<file path="src/rtl/spi_pkg.sv">
// Shared types and constants for the SPI slave transmit path.
// The CRC helper is only referenced when SPI_TX_CRC16_EN is defined.
package spi_pkg;

  localparam logic [7:0]  SPI_FILL_BYTE = 8'hFF;
  localparam logic [15:0] CRC16_POLY    = 16'h1021;

  typedef struct packed {
    logic       last;
    logic [7:0] data;
  } tx_entry_t;

  // Origin of the byte occupying the current 8-cycle slot.
  typedef enum logic [1:0] {
    SRC_FILL,
    SRC_FIFO,
    SRC_CRC_HI,
    SRC_CRC_LO
  } slot_src_t;

  // CRC16-CCITT, MSB-first, no reflection; folds one byte into crc.
  function automatic logic [15:0] crc16_byte(input logic [15:0] crc, input logic [7:0] data);
    logic [15:0] c;
    c = crc;
    for (int i = 7; i >= 0; i--) begin
      if (c[15] ^ data[i]) c = {c[14:0], 1'b0} ^ CRC16_POLY;
      else                 c = {c[14:0], 1'b0};
    end
    return c;
  endfunction

endpackage

</file>
<file path="src/rtl/spi_tx_fifo.sv">
// Synchronous FIFO of tx_entry_t; pointers carry one wrap bit so full and
// empty are distinguishable without a separate counter.
module spi_tx_fifo
  import spi_pkg::*;
#(
  parameter int DEPTH = 4
) (
  input  logic                     clk,
  input  logic                     rst,
  input  logic                     push,
  input  tx_entry_t                push_entry,
  input  logic                     pop,
  output tx_entry_t                head,
  output logic                     full,
  output logic                     empty,
  output logic [$clog2(DEPTH):0]   count
);

  localparam int AW = $clog2(DEPTH);

  tx_entry_t      mem [DEPTH];
  logic [AW:0]    wr_ptr;
  logic [AW:0]    rd_ptr;
  logic           do_push;
  logic           do_pop;

  assign do_push = push && !full;
  assign do_pop  = pop && !empty;

  always_ff @(posedge clk) begin
    if (rst) begin
      wr_ptr <= '0;
      rd_ptr <= '0;
    end else begin
      if (do_push) wr_ptr <= wr_ptr + 1'b1;
      if (do_pop)  rd_ptr <= rd_ptr + 1'b1;
    end
  end

  // NOTE: storage is deliberately not reset; the pointers alone define which
  // entries are valid, so clearing them is a full flush.
  always_ff @(posedge clk) begin
    if (do_push) mem[wr_ptr[AW-1:0]] <= push_entry;
  end

  assign head  = mem[rd_ptr[AW-1:0]];
  assign count = wr_ptr - rd_ptr;
  assign full  = (count == (AW+1)'(DEPTH));
  assign empty = (wr_ptr == rd_ptr);

endmodule

</file>
<file path="src/rtl/spi_tx_buffer.sv">
// SPI slave transmitter: queues response bytes and shifts them out MSB-first
// in 8-cycle slots, sending FILL when idle. Optional CRC16 trailer: SPI_TX_CRC16_EN.
module spi_tx_buffer
  import spi_pkg::*;
#(
  parameter int         DEPTH = 4,
  parameter logic [7:0] FILL  = SPI_FILL_BYTE
) (
  input  logic       CLK,
  input  logic       reset,
  input  logic       IsInitialized,
  input  logic       CS,
  input  logic [7:0] Data,
  input  logic       Valid,
  input  logic       Last,
  output logic       Ready,
  output logic       DO,
  output logic       Busy,
  output logic       Underrun
);

  localparam int CW = $clog2(DEPTH) + 1;

  logic            rst;
  logic            full;
  logic            empty;
  logic [CW-1:0]   count;
  tx_entry_t       head;
  logic            load;
  logic            pop;
  slot_src_t       load_src;
  logic [7:0]      load_byte;
  slot_src_t       cur_src;
  logic [7:0]      shift;
  logic [2:0]      bit_cnt;
  logic            crc_busy;

  assign rst  = reset || !IsInitialized;
  assign load = !CS && (bit_cnt == 3'd7);

  spi_tx_fifo #(.DEPTH(DEPTH)) u_fifo (
    .clk        (CLK),
    .rst        (rst),
    .push       (Valid && Ready),
    .push_entry ('{last: Last, data: Data}),
    .pop        (pop),
    .head       (head),
    .full       (full),
    .empty      (empty),
    .count      (count)
  );

`ifdef SPI_TX_CRC16_EN
  logic [15:0] crc;
  logic [1:0]  crc_pend;   // 2: CRC high byte due next slot, 1: low byte due

  always_ff @(posedge CLK) begin
    if (rst || (CS && (crc_pend != 2'd0 || cur_src == SRC_CRC_HI))) begin
      crc      <= '0;
      crc_pend <= 2'd0;
    end else if (load) begin
      case (load_src)
        SRC_FIFO: begin
          crc <= crc16_byte(crc, head.data);
          if (head.last) crc_pend <= 2'd2;
        end
        SRC_CRC_HI: crc_pend <= 2'd1;
        SRC_CRC_LO: begin
          crc_pend <= 2'd0;
          crc      <= '0;
        end
        default: ;
      endcase
    end
  end

  assign crc_busy = (crc_pend != 2'd0);
`else
  logic unused_last;
  assign unused_last = head.last;
  assign crc_busy    = 1'b0;
`endif

  // NOTE: every output of this block gets a default first so no path can
  // leave a value held, which would infer a latch.
  always_comb begin
    load_src  = SRC_FILL;
    load_byte = FILL;
`ifdef SPI_TX_CRC16_EN
    if (crc_pend == 2'd2) begin
      load_src  = SRC_CRC_HI;
      load_byte = crc[15:8];
    end else if (crc_pend == 2'd1) begin
      load_src  = SRC_CRC_LO;
      load_byte = crc[7:0];
    end else
`endif
    if (!empty) begin
      load_src  = SRC_FIFO;
      load_byte = head.data;
    end
    pop = load && (load_src == SRC_FIFO);
  end

  always_ff @(posedge CLK) begin
    if (rst || CS) begin
      shift    <= 8'hFF;
      bit_cnt  <= 3'd7;
      cur_src  <= SRC_FILL;
      Underrun <= 1'b0;
    end else if (bit_cnt == 3'd7) begin
      shift    <= load_byte;
      bit_cnt  <= 3'd0;
      cur_src  <= load_src;
      Underrun <= (load_src == SRC_FILL);
    end else begin
      shift    <= {shift[6:0], 1'b1};
      bit_cnt  <= bit_cnt + 3'd1;
      Underrun <= 1'b0;
    end
  end

  assign DO    = shift[7];
  assign Ready = !full;
  assign Busy  = (count != '0) || (cur_src != SRC_FILL && bit_cnt != 3'd7) || crc_busy;

endmodule

</file>
<file path="config.mk">
export PLATFORM = sky130hd
export DESIGN_NAME = spi_tx_buffer
export DESIGN_NICKNAME = d
export VERILOG_FILES = /design/src/rtl/spi_pkg.sv /design/src/rtl/spi_tx_fifo.sv /design/src/rtl/spi_tx_buffer.sv
export SDC_FILE = /design/constraint.sdc
export NUM_CORES = 1
export LEC_CHECK = 0
export ABC_AREA = 1
export ABC_CLOCK_PERIOD_IN_PS = 3900
export CAP_MARGIN = 10
export CORE_ASPECT_RATIO = 0.5
export CORE_MARGIN = 10
export CORE_UTILIZATION = 30
export DETAILED_ROUTE_END_ITERATION = 7
export PLACE_DENSITY = 0.51
export SYNTH_ARGS = -nofsm -noshare
export SYNTH_HDL_FRONTEND = slang
export SYNTH_SLANG_ARGS = --single-unit
</file>
<file path="constraint.sdc">
create_clock -name CLK -period 3.9 [get_ports CLK]
set_input_delay 0.39 -clock CLK [delete_from_list [all_inputs] [get_ports CLK]]
set_output_delay 0.39 -clock CLK [all_outputs]
set_load 0.05 [all_outputs]
</file>
==> impl_metrics.toml, run 1 <==
[status]
status = "complete, no violations"

[placed_design]
dp_hpwl_mm = 2.879
gp_congestion = 0.7189
port_buffers = 16
pre_cts_ws_ns = 1.522

[clock_network]
h-tree-depth = 2
cts_setup_buffers = 0
cts_buffers = 5
clockBufferDepth = 2
clk_pin_slew_ns = 0.07
clock_sinks = 53
clock_latency_ns = 0.29
cts_tree = "built"
cts-root-buf = "clkbuf_16"
cts-hold-fix-buffers = 0
cts_resized = 0

[yosys]
synth_nets = 234
synth_flop_cell = "edfxtp_1"
async_reset_ff_share_pct = 0
synth-edff-count = 32
syn_inst = 211
synth_top_area_share_pct = 43.44
synth_warnings = 0
avgSynthCellArea_sq_um = 10.48
synthMostInstantiatedCell = "nor2_1"
yosys_register_bits = 53
netlist_top_cells_count = "nor2_1, edfxtp_1, nand2_1, dfxtp_1, inv_1"
synthTopCellsByArea = "edfxtp_1, dfxtp_1, nor2_1"
yosys.area.top_type = "edfxtp_1"
synth_area_sq_um = 2212
ys_types = 27
synth_seq_area_share_pct = 62.44

[route]
routed_via_density = 4.356
route.vias.total = 1420
wire_per_inst_um = 12.64
antenna_left = 0
wl_mm = 4.122
post-route-drc-count = 0
drt_iter0_drc = 93
dr.pass1.iters = 4

[setup_path]
start_kind = "register"
cp.required_ns = 3.51
endpoint_kind = "primary output"
crit_type = "reg -> out"
cp_data_arrival_time_ns = 2.30
cp_max_fo = 9

[floorplanning]
fp.dieW_um = 141.4
die_y_um = 80.72
rows = 22
start_util_pct = 30.56
ioPinCount = 18
core_area_sq_um = 7239
die-area_sq_um = 11420

[layout]
drive_above_1_share_pct = 11.30
area_delta_synth_final_pct = 17.48
layout.nets = 252
diodes = 0

[timing]
period_share_pct = 68.86
rsz0062_at_grt = "no"
hold_viol = 0
setup_ws_ns = 1.215
slew-limit-headroom_pct = 43.64
fin_hold_ws_ns = 0.4507
fin_crit_ns = 2.685
drv_slew = 0
setup_viol = 0
skew_ns = 0.004505
tightestPinTransition_ns = 0.8423
max_freq_ghz = 0.3724
tns_ns = 0

[global_routing]
grt_max_degree = 18
top_usage_layer = "met2"
grtUsageMet1_pct = 9.214
antenna_found_initial = 0
grtUsageTotal_pct = 7.353
first_global_vias = 1292
grt_overflow = 0
grt_pass1_wl_mm = 6.472
grt_use_met3_pct = 2.825
use_met2_pct = 11.52

[run]
max_cap_violations = 0

[pwr]
power.density_nw_per_um2 = 449.5
peakVddDrop_mv = 0.1527
p_total_mw = 1.168
leakage_nw = 0.9545

[min_path]
min_path_type = "reg -> reg"
[layout make-up]
class                   instances  area (sq um)
clock buffers                   5         125.1
flip-flops and latches         53          1381
clock inverters                 3         21.27
inverters                      21         78.83
multi-input cells             132         711.9
repair buffers                 16         160.2
well taps                      96         120.1
fillers                       704          4641
[cells by family after synthesis]
kind of cell | Yosys count | share of synthesized area, %
adders and majority gates | 9 | 5.091
buffers and inverters | 26 | 5.373
DFF | 53 | 62.44
and+or+nand+nor | 90 | 18.44
AOI/OAI and AO/OA | 32 | 8.258
xor gates and xnor gates | 1 | 0.3960
[flip-flops by register name, indices dropped and copies added, names as in the netlist, named ones only]
register       cells
u_fifo.mem        32
Underrun           1
shift              8
u_fifo.wr_ptr      3
cur_src            1
bit_cnt            3
u_fifo.rd_ptr      3
[layout by cell type, fill, tap and decap left out, types with 2 or more instances in the layout]
cell type	instances
a31oi_1	2
inv_2	4
nand2_1	26
dfxtp_1	21
nand2_2	7
or2_2	2
o22ai_1	4
o21ai_0	16
clkdlybuf4s50_1	16
a21oi_1	5
nand3_1	4
inv_1	17
nor2_1	42
nor2_4	2
ha_1	9
edfxtp_1	32
nor3_1	4
o21ai_1	2
clkbuf_16	5
[layer usage]
layer  vias to the layer above  wire [um]
li1                        743          -
met1                       654       2082
met2                        19       1829
met3                         4        178
met4                         0         31
met5                         -          0
[path summary, 6_finish.rpt]
check        slack (ns)  cells after the start                     startpoint                          to
max                1.21                      6  u_fifo.rd_ptr[1]$_SDFFE_PP0P_                       Ready
min                0.45                      2            shift[4]$_SDFF_PP1_         shift[5]$_SDFF_PP1_
max reg2reg        1.58                      7  u_fifo.rd_ptr[1]$_SDFFE_PP0P_  u_fifo.mem[2][6]$_DFFE_PP_
min reg2reg        0.45                      2            shift[4]$_SDFF_PP1_         shift[5]$_SDFF_PP1_
[critical path: stages (launching register included)]
cell and delay [ns]:
dfxtp_1 0.38, inv_1 0.06, ha_1 0.32, a21oi_1 0.20
nand2_2 0.10, nand3_4 0.11, clkdlybuf4s50_1 0.83
[stage by stage]
step / instance area (sq um) / cells / util (%)
6_report: 2599 / 326 / 35.90
5_1_grt: 2599 / 326 / 35.90
4_1_cts: 2599 / 326 / 35.90
3_5_place_dp: 2452 / 318 / 33.87
3_3_place_gp: 2452 / 318 / 33.87
2_1_floorplan: 2212 / 211 / -
[power by group]
group,internal [mW],switching [mW],total (mW)
logic,0.0403,0.0718,0.112
clock network,0.238,0.197,0.436
registers,0.612,0.00832,0.620
Power figures use the tool's default switching activity.
==> inputs of run 2 (changes only) <==
--- a/config.mk
+++ b/config.mk
@@ -6,7 +6,7 @@
 export NUM_CORES = 1
 export LEC_CHECK = 0
 export ABC_AREA = 1
-export ABC_CLOCK_PERIOD_IN_PS = 3900
+export ABC_CLOCK_PERIOD_IN_PS = 2500
 export CAP_MARGIN = 10
 export CORE_ASPECT_RATIO = 0.5
 export CORE_MARGIN = 10
==> constraint.sdc (replaced) <==
create_clock -name CLK -period 2.5 [get_ports CLK]
set_input_delay 0.25 -clock CLK [delete_from_list [all_inputs] [get_ports CLK]]
set_output_delay 0.25 -clock CLK [all_outputs]
set_load 0.05 [all_outputs]
==> impl_metrics.toml, run 2 (synthesis gave the netlist of run 1 again) <==
[route]
route.vias.total = 1430
post-route-drc-count = 0
drt_iter0_drc = 93
dr.pass1.iters = 4
antenna_left = 0
routed_via_density = 4.333
wl_mm = 4.139
wire_per_inst_um = 12.54

[pwr]
sequentialPowerShare_pct = 53.5
power.density_nw_per_um2 = 689.4
p_sw_share_pct = 23.00
peakVddDrop_mv = 0.2499
combPwrFrac_pct = 10.0
leakage_nw = 0.9794
intPower_mw = 1.389
switchingPower_uw = 414.8
pwr-share-clk_pct = 36.5

[setup_path]
start_kind = "register"
worst_path_max_delay_cell = "ha_1"
cp_max_fo = 12
path_buf_inv = 2
endpoint_kind = "primary output"
path_delay_family = "adder cells"
path_cells = "ha_1 -> ha_1 -> inv_1 -> nand2_1 -> nand3_1 -> buf_4"
cp.required_ns = 2.25
critPathMaxStageDelay_ns = 0.44
cp_data_arrival_time_ns = 1.74
cp_common_cell = "ha_1"
crit_type = "reg -> out"

[timing]
setup_viol = 0
tightestPinTransition_ns = 0.4959
rsz0062_at_grt = "no"
max_freq_ghz = 0.5030
hold_viol = 0
skew_ns = 0.008022
drv_slew = 0
tns_ns = 0
fin_crit_ns = 1.988
slew-limit-headroom_pct = 66.83
fin_hold_ws_ns = 0.4462
period_share_pct = 79.52

[global_routing]
grt_max_degree = 18
grt_pass1_wl_mm = 6.741
antenna_found_initial = 0
grt_overflow = 0
grtUsageTotal_pct = 7.519
first_global_vias = 1351

[clock_network]
cts-hold-fix-buffers = 0
h-tree-depth = 2
clock_latency_ns = 0.29
cts_setup_buffers = 0
clockBufferDepth = 2
cts_buffers = 5
clock_sinks = 53
cts_resized = 0
cts_tree = "built"
cts-root-buf = "clkbuf_16"
clk_pin_slew_ns = 0.07

[layout]
drive_above_1_share_pct = 12.82
layout.nets = 256
multi_input_area_sq_um = 711.9
largest_reg_flops = 32
diodes = 0
area_delta_synth_final_pct = 18.27
layout_common_cells = "nor2_1, edfxtp_1, nand2_1"
regArea_sq_um = 1381
post-route-util_pct = 36.14
final_common_cell = "nor2_1"
n_fill_cell = 720

[placed_design]
port_buffers = 16
gp_congestion = 0.7136
dp_hpwl_mm = 2.903

[floorplanning]
ioPinCount = 18
fp.dieW_um = 141.4
die_y_um = 80.72
die-area_sq_um = 11420
core_area_sq_um = 7239
rows = 22
start_util_pct = 30.56

[status]
status = "complete, no violations"

[run]
max_cap_violations = 0

[min_path]
min_path_type = "reg -> reg"
run 2: changes by cell type in the layout (fill, tap and decap cells not counted), sizes merged:
cell and delta:
buf +6, clkinvlp -2, clkbuf +1, clkdlybuf4s50 -2, clkinv +1
run 2: power groups by stage:
stage | logic, mW | clock network [mW] | registers [mW]
final | 0.180 | 0.659 | 0.965
after global placement | 0.180 | 0 | 0.984
after CTS | 0.184 | 0.674 | 0.965
after detailed placement | 0.184 | 0 | 0.985
after floorplan | 0.117 | 0 | 0.984
after global routing | 0.203 | 0.722 | 0.967
run 2: metal layers:
metal / GRT usage [%] / part of all wire [%] / vias to the layer above
li1: - / - / 744
met1: 9.078 / 48 / 663
met2: 12.40 / 47 / 21
met3: 2.531 / 4.0 / 2
met4: 2.738 / 0.80 / 0
met5: 0 / 0 / -
run 2: per-stage QoR:
stage	instance area (sq um)	cells	setup WS (ns)	power (mW)
after global placement	2477	322	0.6729	1.164
final	2616	330	0.5120	1.804
after detailed placement	2477	322	0.6511	1.168
after CTS	2616	330	0.5077	1.823
after floorplan	2212	211	0.5115	1.101
after global routing	2616	330	0.3458	1.892
run 2: worst min-delay path, stage by stage (launching register included):
cell     delay (ns)
dfxtp_1        0.31
o22ai_1        0.07
nand2_1        0.05
run 2: final timing paths:
path / start / to / slack [ns] / cells after the start
min reg2reg: shift[1]$_SDFF_PP1_ / shift[2]$_SDFF_PP1_ / 0.45 / 2
max: bit_cnt[0]$_SDFF_PP1_ / Busy / 0.51 / 6
min: shift[1]$_SDFF_PP1_ / shift[2]$_SDFF_PP1_ / 0.45 / 2
max reg2reg: u_fifo.rd_ptr[1]$_SDFFE_PP0P_ / u_fifo.mem[2][6]$_DFFE_PP_ / 0.66 / 8
run 2: area by class of cell:
type,instances,share of cell area [%]
well taps,96,4.591
flip-flops and latches,53,52.80
multi-input cells,132,27.21
clock inverters,2,0.3826
repair buffers,20,7.078
inverters,21,3.013
clock buffers,6,4.926
==> inputs of run 3 (changes only) <==
--- a/config.mk
+++ b/config.mk
@@ -6,7 +6,7 @@
 export NUM_CORES = 1
 export LEC_CHECK = 0
 export ABC_AREA = 1
-export ABC_CLOCK_PERIOD_IN_PS = 2500
+export ABC_CLOCK_PERIOD_IN_PS = 1970
 export CAP_MARGIN = 10
 export CORE_ASPECT_RATIO = 0.5
 export CORE_MARGIN = 10
==> constraint.sdc (replaced) <==
create_clock -name CLK -period 1.97 [get_ports CLK]
set_input_delay 0.197 -clock CLK [delete_from_list [all_inputs] [get_ports CLK]]
set_output_delay 0.197 -clock CLK [all_outputs]
set_load 0.05 [all_outputs]
==> impl_metrics.toml, run 3 (synthesis gave the netlist of run 1 again) <==
[placed_design]
port_buffers = 16
pre_cts_ws_ns = 0.1268
placed_area_sq_um = 2537
gp_congestion = 0.7778
placed_cells = 325
dp_hpwl_mm = 3.062

[status]
status = "complete, no violations"

[pwr]
p_total_mw = 2.331
peakVddDrop_mv = 0.3810
power.density_nw_per_um2 = 865.4
leakage_nw = 1.009

[floorplanning]
fp.dieW_um = 141.4
start_util_pct = 30.56
die_y_um = 80.72
die-area_sq_um = 11420
core_area_sq_um = 7239
rows = 22
ioPinCount = 18

[timing]
tightestPinTransition_ns = 0.5019
tns_ns = 0
fin_hold_ws_ns = 0.4532
period_share_pct = 93.44
fin_crit_ns = 1.841
skew_ns = 0.005509
max_freq_ghz = 0.5432
setup_viol = 0
setup_ws_ns = 0.1292
hold_viol = 0
slew-limit-headroom_pct = 66.44
drv_slew = 0

[min_path]
min_path_type = "reg -> reg"
hold_path_depth = 2

[clock_network]
cts_buffers = 5
cts_setup_buffers = 0
clockBufferDepth = 2
h-tree-depth = 2
cts_tree = "built"
clock_latency_ns = 0.29
cts-root-buf = "clkbuf_16"
clk_pin_slew_ns = 0.07
clock_sinks = 53

[layout]
fin_area_sq_um = 2694
instances_no_fill = 333
largest_reg_flops = 32
drive_above_1_share_pct = 16.03
post-route-util_pct = 37.21
layout_common_cells = "nor2_1, edfxtp_1, nand2_1"
area_delta_synth_final_pct = 21.78
layout.nets = 259
final_common_cell = "nor2_1"
n_fill_cell = 710
diodes = 0

[global_routing]
antenna_found_initial = 0
grt_use_met3_pct = 2.472
grt_max_degree = 18
grt_pass1_wl_mm = 6.796
grt_overflow = 0
top_usage_layer = "met2"
use_met2_pct = 12.03
grtUsageMet1_pct = 9.122
grtUsageTotal_pct = 7.534
first_global_vias = 1402

[setup_path]
path_delay_family = "flip-flops"
path_buf_inv = 2
start_kind = "register"
crit_type = "reg -> out"
cp_max_fo = 3
cp.required_ns = 1.77
cp_data_arrival_time_ns = 1.64
critPathMaxStageDelay_ns = 0.35
endpoint_kind = "primary output"
worst-r2r-cell-count = 8
crit_cells = 7
path_cells = "inv_1 -> ha_1 -> a21oi_1 -> nand2_2 -> nand2_1 -> nand3_1 -> buf_12"
worst_path_max_delay_cell = "dfxtp_1"

[run]
max_cap_violations = 0

[route]
wire_per_inst_um = 12.50
antenna_left = 0
route.vias.total = 1452
wl_mm = 4.164
routed_via_density = 4.360
post-route-drc-count = 0
drt_iter0_drc = 103
dr.pass1.iters = 5
[run 3: per-layer routing]
layer  up-vias  routed length, um
met2        18               1990
met1       670               1916
li1        756                  -
met3         8                186
met5         -                  0
met4         0                 71
[run 3: timing repair]
action | in CTS | in global routing
gates cloned | 0 | 0
gates resized for setup | 1 | 3
hold buffers | 0 | 0
pin swaps | 0 | 0
setup endpoints to repair | 1 | 8
[run 3: power breakdown]
group / leakage, nW / internal, mW / switching [mW]
Sequential: 0.464 / 1.21 / 0.0121
Combinational: 0.475 / 0.102 / 0.152
Clock: 0.0702 / 0.473 / 0.380
[run 3: area by class of cell]
type                       count  area [sq um]  area share [%]
clock inverter                 3         21.27          0.7896
sequential                    53          1383           51.32
tap                           96         120.1           4.459
multi-input combinational    132         716.9           26.61
inverter                      21         78.83           2.926
timing repair buffer          23         249.0           9.243
clock buffer                   5         125.1           4.645
[run 3: path summary, 6_finish.rpt]
path,end,slack [ns],startpoint
worst max-delay path,Busy,0.13,u_fifo.rd_ptr[1]$_SDFFE_PP0P_
worst max register to register,u_fifo.mem[0][4]$_DFFE_PP_,0.14,u_fifo.rd_ptr[1]$_SDFFE_PP0P_
worst min-delay path,shift[2]$_SDFF_PP1_,0.45,shift[1]$_SDFF_PP1_
worst min register to register,shift[2]$_SDFF_PP1_,0.45,shift[1]$_SDFF_PP1_
[run 3: worst reg2reg max path, cell delays in order (launching register included)]
cell and delay, ns:
dfxtp_1 0.35, inv_1 0.05, ha_1 0.31, a21oi_1 0.19, nand2_2 0.10, nand3_4 0.13, nand2_1 0.12, nor2_1 0.11
buf_4 0.18
